<file path="src/rtl/lcd_pkg.sv">
// lcd_pkg: shared definitions for the LCD command sequencer.
//   - 4-bit opcode constants (WRITE .. MIRROR_Y); codes 12..15 are unassigned.
//   - Sequencer FSM state enum.
//   - Default FIFO depth and the WAIT_ACK timeout length.
//   - is_filtered(): true for the unassigned opcodes. Only used when
//     LCD_CMD_FILTER_EN is defined.
package lcd_pkg;

  localparam int DEF_DEPTH   = 8;
  // Number of busy==0 cycles tolerated in WAIT_ACK before the command is
  // treated as already completed.
  localparam int ACK_TIMEOUT = 4;

  localparam logic [3:0] OP_WRITE      = 4'd0;
  localparam logic [3:0] OP_READ       = 4'd1;
  localparam logic [3:0] OP_CLEAR      = 4'd2;
  localparam logic [3:0] OP_HOME       = 4'd3;
  localparam logic [3:0] OP_DISP_ON    = 4'd4;
  localparam logic [3:0] OP_DISP_OFF   = 4'd5;
  localparam logic [3:0] OP_CURSOR_ON  = 4'd6;
  localparam logic [3:0] OP_CURSOR_OFF = 4'd7;
  localparam logic [3:0] OP_SCROLL_L   = 4'd8;
  localparam logic [3:0] OP_SCROLL_R   = 4'd9;
  localparam logic [3:0] OP_MIRROR_X   = 4'd10;
  localparam logic [3:0] OP_MIRROR_Y   = 4'd11;

  typedef enum logic [2:0] {
    S_IDLE,
    S_ISSUE,
    S_WAIT_ACK,
    S_WAIT_DONE,
    S_HALT
  } seq_state_e;

  function automatic logic is_filtered(input logic [3:0] op);
    return op > OP_MIRROR_Y;
  endfunction

endpackage

</file>
<file path="src/rtl/lcd_cmd_fifo.sv">
// lcd_cmd_fifo: synchronous DEPTH x 4 command FIFO.
//   clk, reset (async, active low)
//   push, wdata : write port (caller guarantees !full)
//   pop, rdata  : read port; rdata is the current head, valid when !empty
//   full, empty : registered-state flags
//   level       : occupancy 0..DEPTH
// Flags derive only from the registered count, so a push is not visible to
// the read side until the next cycle and a pop never frees a slot for a push
// in the same cycle.
module lcd_cmd_fifo #(
  parameter int DEPTH = 8,
  parameter int LW    = 4
) (
  input  logic          clk,
  input  logic          reset,
  input  logic          push,
  input  logic [3:0]    wdata,
  input  logic          pop,
  output logic [3:0]    rdata,
  output logic          full,
  output logic          empty,
  output logic [LW-1:0] level
);

  localparam int AW = (DEPTH > 1) ? $clog2(DEPTH) : 1;

  logic [3:0]    mem [DEPTH];
  logic [AW-1:0] wptr, rptr;
  logic [LW-1:0] count;

  assign full  = (count == LW'(DEPTH));
  assign empty = (count == '0);
  assign level = count;
  assign rdata = mem[rptr];

  // Storage has no reset; only pointers and count define contents.
  always_ff @(posedge clk) begin
    if (push) mem[wptr] <= wdata;
  end

  // DEPTH is a power of two, so pointers wrap by natural overflow.
  always_ff @(posedge clk or negedge reset) begin
    if (!reset) begin
      wptr  <= '0;
      rptr  <= '0;
      count <= '0;
    end else begin
      if (push) wptr <= wptr + 1'b1;
      if (pop)  rptr <= rptr + 1'b1;
      unique case ({push, pop})
        2'b10:   count <= count + 1'b1;
        2'b01:   count <= count - 1'b1;
        default: count <= count;
      endcase
    end
  end

endmodule

</file>
<file path="src/rtl/lcd_cmd_seq.sv">
// lcd_cmd_seq: queues host opcodes and issues them one at a time to an LCD
// controller, pacing on the controller's busy/done handshake.
//   clk, reset            : clock, async active-low reset
//   host_cmd/valid/ready  : host push port into the command FIFO
//   cmd, cmd_valid        : issued opcode and one-cycle issue strobe
//   busy, done            : controller status
//   level                 : FIFO occupancy
//   halted                : a Write completed; sequencer stopped until reset
// Build option: define LCD_CMD_FILTER_EN to drop opcodes 12..15 at the push
// port (handshake still completes, nothing is stored).
module lcd_cmd_seq
  import lcd_pkg::*;
#(
  parameter int DEPTH = DEF_DEPTH,
  parameter int LW    = 4
) (
  input  logic          clk,
  input  logic          reset,
  input  logic [3:0]    host_cmd,
  input  logic          host_valid,
  output logic          host_ready,
  output logic [3:0]    cmd,
  output logic          cmd_valid,
  input  logic          busy,
  input  logic          done,
  output logic [LW-1:0] level,
  output logic          halted
);

  localparam logic [1:0] ACK_LAST = 2'(ACK_TIMEOUT - 1);

  seq_state_e state;
  logic       is_write;
  logic [1:0] ack_cnt;
  logic       push, pop, full, empty;
  logic [3:0] fifo_rdata;

  assign host_ready = !full && !halted;

`ifdef LCD_CMD_FILTER_EN
  assign push = host_valid && host_ready && !is_filtered(host_cmd);
`else
  assign push = host_valid && host_ready;
`endif

  // Pop only when the controller is idle; busy gating here keeps cmd_valid
  // from ever being raised on a cycle following busy==1.
  assign pop = (state == S_IDLE) && !empty && !busy;

  lcd_cmd_fifo #(.DEPTH(DEPTH), .LW(LW)) u_fifo (
    .clk   (clk),
    .reset (reset),
    .push  (push),
    .wdata (host_cmd),
    .pop   (pop),
    .rdata (fifo_rdata),
    .full  (full),
    .empty (empty),
    .level (level)
  );

  always_ff @(posedge clk or negedge reset) begin
    if (!reset) begin
      state     <= S_IDLE;
      cmd       <= '0;
      cmd_valid <= 1'b0;
      halted    <= 1'b0;
      is_write  <= 1'b0;
      ack_cnt   <= '0;
    end else begin
      cmd_valid <= 1'b0;
      unique case (state)
        S_IDLE: begin
          if (pop) begin
            cmd       <= fifo_rdata;
            is_write  <= (fifo_rdata == OP_WRITE);
            cmd_valid <= 1'b1;
            state     <= S_ISSUE;
          end
        end
        S_ISSUE: begin
          ack_cnt <= '0;
          state   <= S_WAIT_ACK;
        end
        S_WAIT_ACK: begin
          // A controller that never raises busy is assumed to have finished.
          if (busy)                   state   <= S_WAIT_DONE;
          else if (ack_cnt == ACK_LAST) state <= S_IDLE;
          else                        ack_cnt <= ack_cnt + 1'b1;
        end
        S_WAIT_DONE: begin
          // A Write ends the sequence: wait for done, not for busy to drop.
          if (is_write) begin
            if (done) begin
              state  <= S_HALT;
              halted <= 1'b1;
            end
          end else if (!busy) begin
            state <= S_IDLE;
          end
        end
        S_HALT:  halted <= 1'b1;
        default: state  <= S_IDLE;
      endcase
    end
  end

endmodule

</file>
<file path="config.mk">
export PLATFORM = sky130hd
export DESIGN_NAME = lcd_cmd_seq
export DESIGN_NICKNAME = d
export VERILOG_FILES = /design/src/rtl/lcd_pkg.sv /design/src/rtl/lcd_cmd_fifo.sv /design/src/rtl/lcd_cmd_seq.sv
export SDC_FILE = /design/constraint.sdc
export NUM_CORES = 1
export LEC_CHECK = 0
export ABC_AREA = 1
export CELL_PAD_IN_SITES_DETAIL_PLACEMENT = 1
export CELL_PAD_IN_SITES_GLOBAL_PLACEMENT = 1
export CORE_MARGIN = 2
export CORE_UTILIZATION = 40
export CTS_BUF_LIST = sky130_fd_sc_hd__clkbuf_8
export CTS_CLUSTER_SIZE = 28
export DETAILED_ROUTE_END_ITERATION = 10
export PLACE_DENSITY_LB_ADDON = 0.2
export SLEW_MARGIN = 10
export SYNTH_ARGS = -nofsm -noshare
export SYNTH_HDL_FRONTEND = slang
export SYNTH_SLANG_ARGS = --single-unit
</file>
<file path="constraint.sdc">
create_clock -name clk -period 2.1 [get_ports clk]
set_input_delay 0.21 -clock clk [delete_from_list [all_inputs] [get_ports clk]]
set_output_delay 0.21 -clock clk [all_outputs]
set_load 0.02 [all_outputs]
</file>
Word-level counts from Yosys, hierarchy flattened
Memories as Yosys holds them, arrays and structs flattened. Index checks and enable logic that the tools add are counted.

Flip-flop bits (word level): 22. Bits in writable memories: 32. Input port bits: 9. Logic and storage cells: 68. Memories: 1.

Memories: u_fifo.mem (depth 8, bits a word 4, read ports 1, clocked after memory_dff 0, write ports 1, RTL line lcd_cmd_fifo.sv:27) `logic [3:0] mem [DEPTH];`.

$add $sub $neg: 5. Eq/ne operators: 16. Muxes and demuxes: 18. Bitwise logic cells: 1. Reductions and logical operators: 18.

Operators with widths (count): 3-bit 2-to-1 mux (6); 3-bit case mux with 5 select lines (1); 3-bit != test, second input constant (3); 4-bit zero test (2); 2-bit != test, second input constant (4); 4-bit case mux with 2 select lines (1); 3-bit by 1-bit adder with 3-bit output, second input constant (2); 3-bit by 2-bit == test with 1-bit output, second input constant (2); 1-bit 2-to-1 mux (6); 3-bit AND reduction (2); 2-bit nonzero test (3); 5-bit AND reduction (1); 4-bit by 1-bit adder with 4-bit output, second input constant (1); 2-bit == test, second input constant (2); 4-bit == test, second input constant (1); 1-bit logical AND (4); 1-bit zero test (4); 2-bit 2-to-1 mux (2); 2-bit case mux with 2 select lines (1); 4-bit by 1-bit subtractor with 4-bit output, second input constant (1); 3-bit by 1-bit == test with 1-bit output, second input constant (1); 3-bit == test, second input constant (1); 3-bit zero test (1); 2-bit by 1-bit adder with 2-bit output, second input constant (1); other kinds (5) (5).

Logic depth before layout (Yosys ltp)
Depth after elaboration: 6. Depth in mapped cells: 12. Gate-level depth less buffers: 11.

Modules after synthesis
Synthesis repeated with hierarchy kept, for this count alone.

Cells, all modules: 245. Area total of the unflattened synthesis: 2537.4 µm².

Modules (own cells, without submodules): lcd_cmd_fifo (times used 1, cells an instance 166, area an instance 1894.3 µm²); lcd_cmd_seq (times used 1, cells an instance 79, area an instance 643.1 µm²).

Least setup slack after synthesis
No wires, ideal clock.

Path type: flip-flop to flip-flop. Start point: register u_fifo.count[1] (netlist: u_fifo.level[1]). End point: register u_fifo.count[2] (netlist: u_fifo.level[2]). Setup time: 0.128 ns. Arrival: 1.969 ns. Required time: 1.972 ns. Setup slack: 0.003 ns. Stages on the path, launching flop included: 12. Buffers on the path: 1. Clock period less this slack: 2.097 ns. Cells stage by stage: dfrtp_1 -> nor2_2 -> nand2_1 -> nand2_2 -> nor2_4 -> buf_4 -> ha_1 -> xor2_1 -> ha_1 -> a21oi_1 -> xor2_1 -> o21ai_0.

Word-level cells in the longest chain between the ends: 6. Elaborated cells between the ends (all ways): 14.

Ends and longest elaborated chain: start, declared (RTL line lcd_cmd_fifo.sv:29) `logic [LW-1:0] count;`; start signal, assigned (RTL line lcd_cmd_fifo.sv:51) `2'b10: count <= count + 1'b1;`; start signal, assigned (RTL line lcd_cmd_fifo.sv:52) `2'b01: count <= count - 1'b1;`; start signal, assigned (RTL line lcd_cmd_fifo.sv:53) `default: count <= count;`; 4-bit zero test * (RTL line lcd_cmd_fifo.sv:32) `assign empty = (count == '0);`; 1-bit zero test * (RTL line lcd_cmd_seq.sv:48) `assign pop = (state == S_IDLE) && !empty && !busy;`; 1-bit logical AND * (2 in a row) (RTL line lcd_cmd_seq.sv:48); net pop (RTL line lcd_cmd_seq.sv:35) `logic push, pop, full, empty;`; 2-bit by 1-bit == test with 1-bit output or 2-bit == test (tied branches) (RTL line lcd_cmd_fifo.sv:50) `unique case ({push, pop})`; 4-bit case mux with 2 select lines or 2-bit nonzero test (tied branches).

Mark *: on every way through the listed nets, which the timed path passes. The rest lies on a longest branch. A chain may end at the register's enable or synchronous reset.

Worst setup path in the final report
Start point: register u_fifo.count[1] (netlist: u_fifo.level[1]). End point: register u_fifo.count[2] (netlist: u_fifo.level[2]).

Word-level cells in the longest chain between the ends: 6. Elaborated cells between the ends (all ways): 14.

Ends and longest elaborated chain (RTL line): 4-bit == test or 4-bit zero test (tied branches) (lcd_cmd_fifo.sv:31, lcd_cmd_fifo.sv:32); 1-bit zero test, on equally long branches (lcd_cmd_seq.sv:38, lcd_cmd_seq.sv:48); 1-bit logical AND, on equally long branches (lcd_cmd_seq.sv:38, lcd_cmd_seq.sv:48); 1-bit logical AND, on equally long branches (lcd_cmd_seq.sv:43, lcd_cmd_seq.sv:48); 2-bit by 1-bit == test with 1-bit output or 2-bit == test (tied branches) (lcd_cmd_fifo.sv:50); 4-bit case mux with 2 select lines or 2-bit nonzero test (tied branches).

Parallel ways exist; a longest one is shown, timed or not.

==> impl_metrics.tcl <==
set metrics [dict create \
    startpoint "u_fifo.level[1]$_DFFE_PN0P_" \
    core-area_mm2 0.00599 \
    maxSlewViolCount 0 \
    ys_ff_latch 54 \
    cts_tree "built" \
    post_cts_buffers 0 \
    drc 0 \
    syn_nets 272 \
    max_stage_delay_ps 460 \
    skew_ps 8.54 \
    dpl_cell_area_mm2 0.00281 \
    layout-drive-gt1-share_pct 10.6 \
    die_w_um 83.2 \
    r2r-start "u_fifo.level[1]$_DFFE_PN0P_" \
    gr-usage-all-layers_pct 16.5 \
    register_area_mm2 0.00152 \
    row_count 28 \
    cts_root_buffer "clkbuf_8" \
    postRouteAntennaNets 0 \
    cts_made_buffers 5 \
    crit_fanout 6 \
    io_pins 20 \
    critical_path_required_ps 2320 \
    timing.critical_path.mode_cell "xor2_1" \
    clockBufferDepth 2 \
    crit_path_end "u_fifo.level[2]$_DFFE_PN0P_" \
    first_pass_iters 4 \
    maxCapViolations 0 \
    wl_per_cell_um 14.5 \
    slew_headroom_pct 72.2 \
    routabilityCongestion 0.759 \
    yosysSeqAreaShare_pct 60.2 \
    min_period_ps 1960 \
    cp-end-kind "register" \
    layout-area-overhead-vs-synth_pct 16.5 \
    fin_nets 298 \
    vias 1730 \
    h-tree-depth 2 \
    status "finished, final reports clean" \
    mostFrequentLayoutCells "71 x nand2_1, 37 x inv_1, 32 x edfxtp_1" \
    final_common_cell "nand2_1" \
    mappedNetlistArea_mm2 0.00251 \
    path_class "reg -> reg" \
    grt_overflow_total 0 \
    cp.depth 9 \
    dpl_worst_slack_ps 28.0 \
    start_util_pct 41.9 \
    p_leak_nw 1.31 \
    r2r-end "u_fifo.level[2]$_DFFE_PN0P_" \
    cp-start-kind "register" \
    yosys_warnings 0 \
    clock-sinks 54 \
    syn_area_per_cell_um2 9.77 \
    fillers 688 \
    grt_pass1_wl_mm 9.03 \
    antenna_cells 0 \
    hpwl_mm 3.83 \
    first_iter_violations 49 \
    hold_path.class "in -> async" \
    cp_top_family "flip-flops" \
    wirelength_mm 5.22 \
    hold_buffers 0 \
    fin_util_pct 48.9 \
    grt_max_degree 23 \
    io_buffers 19 \
    fin_ws_ps 144 \
    vdd_drop_max_mv 0.924 \
    arrival_ps 2180 \
    antenna_found_initial 0 \
    r2r_cells 9 \
    viasPerCell 4.82 \
    whs_ps 252 \
    maxClockFrequency_ghz 0.511 \
    clk_pin_slew_ps 100 \
    crit_chain "nor2_4, a31oi_4, nand2_4, ha_2, xor2_1, ha_1, a21oi_1, xor2_1, o21ai_0" \
    insertion_delay_ps 310 \
    finalInstanceArea_mm2 0.00293 \
    dieArea_mm2 0.00693 \
    die_height_um 83.2 \
    cp_slowest_cell "dfrtp_2" \
    power_density_mw_per_mm2 1430 \
    hold_viol 0 \
    worstMarginPinSlew_ps 417 \
    grt_pass1_vias 1874 \
    setup_viol 0 \
    ys_types 30 \
    timing.final.crit_share_pct 93.1 \
    synthCells 257 \
    path_buf_inv 0 \
    rrSetupSlack_ps 140 \
    multiInputGateArea_um2 826 \
]
==> worst min path at each step <==
stage | to | cells past startpoint
2_1_floorplan | ack_cnt[0]$_DFFE_PN0P_ | 0
3_3_place_gp | cmd[3]$_DFFE_PN0P_ | 1
3_5_place_dp | ack_cnt[0]$_DFFE_PN0P_ | 1
4_1_cts | cmd[1]$_DFFE_PN0P_ | 2
5_1_grt | u_fifo.rptr[1]$_DFFE_PN0P_ | 2
6_report | cmd[1]$_DFFE_PN0P_ | 2
==> routing by layer <==
metal	vias to the layer above	wire (um)	global-route usage, %	part of all wire, %
met5	-	0	0	0
met3	5	133	3.38	2.5
met4	0	72	4.92	1.4
met1	827	2590	22.3	50
li1	877	-	-	-
met2	21	2420	26.8	46
==> through the flow <==
| stage | setup TNS, ps | total power [W] | cells |
|---|---|---|---|
| after CTS | 0 | 0.00420 | 359 |
| after global routing | -7.67 | 0.00453 | 359 |
| after floorplan | 0 | 0.00289 | 257 |
| final | 0 | 0.00418 | 359 |
| after detailed placement | 0 | 0.00351 | 351 |
| after global placement | 0 | 0.00345 | 351 |
==> layout make-up <==
type,count,share of cell area (%)
Sequential cell,54,51.8
Tap cell,75,3.21
Timing Repair Buffer,24,8.21
Clock buffer,5,2.35
Clock inverter,3,1.28
Inverter,38,4.96
Multi-Input combinational cell,160,28.2
==> sequential cells by signal, indices dropped and copies added (netlist names) <==
register / flops
state: 3
u_fifo.mem: 32
cmd_valid: 1
u_fifo.wptr: 3
ack_cnt: 2
u_fifo.level: 4
cmd: 4
u_fifo.rptr: 3
is_write: 1
halted: 1
==> kinds of logic (layout without fill, tap and decap cells) <==
| group | Yosys count | count (layout) | share of synthesized area [%] |
|---|---|---|---|
| flops | 54 | 54 | 60.2 |
| fa+ha+maj | 6 | 6 | 2.99 |
| buf+inv | 43 | 70 | 7.32 |
| compound gates | 17 | 17 | 4.58 |
| xor+xnor | 8 | 8 | 2.79 |
| simple gates | 129 | 129 | 22.1 |
==> repair_timing <==
action | CTS | global route
resized for setup | 0 | 6
endpoints found under the setup margin | 0 | 2
hold endpoints to repair | 0 | 0
==> synthesized netlist by cell type, drive strengths merged <==
library cell	number	area share, %
edfxtp	32	38
o22ai	1	0.25
buf	5	1.5
xor2	7	2.4
or2	2	0.60
o21a	1	0.30
a31oi	4	1.6
inv	38	5.8
a21oi	3	0.60
nor2	27	4.8
xnor2	1	0.35
nand2	73	11
nand3	24	4.8
dfrtp	22	22
ha	6	3.0
o21bai	1	0.30
o21ai	6	1.2
a22o	1	0.35
nor3	3	0.60
==> where the power goes <==
group,switching (W),internal [W],total (W)
combinational,0.00108,0.000742,0.00183
sequential,0.000263,0.00141,0.00167
clock,0.000334,0.000348,0.000682
Note: power is estimated with default switching activity, not from simulation.
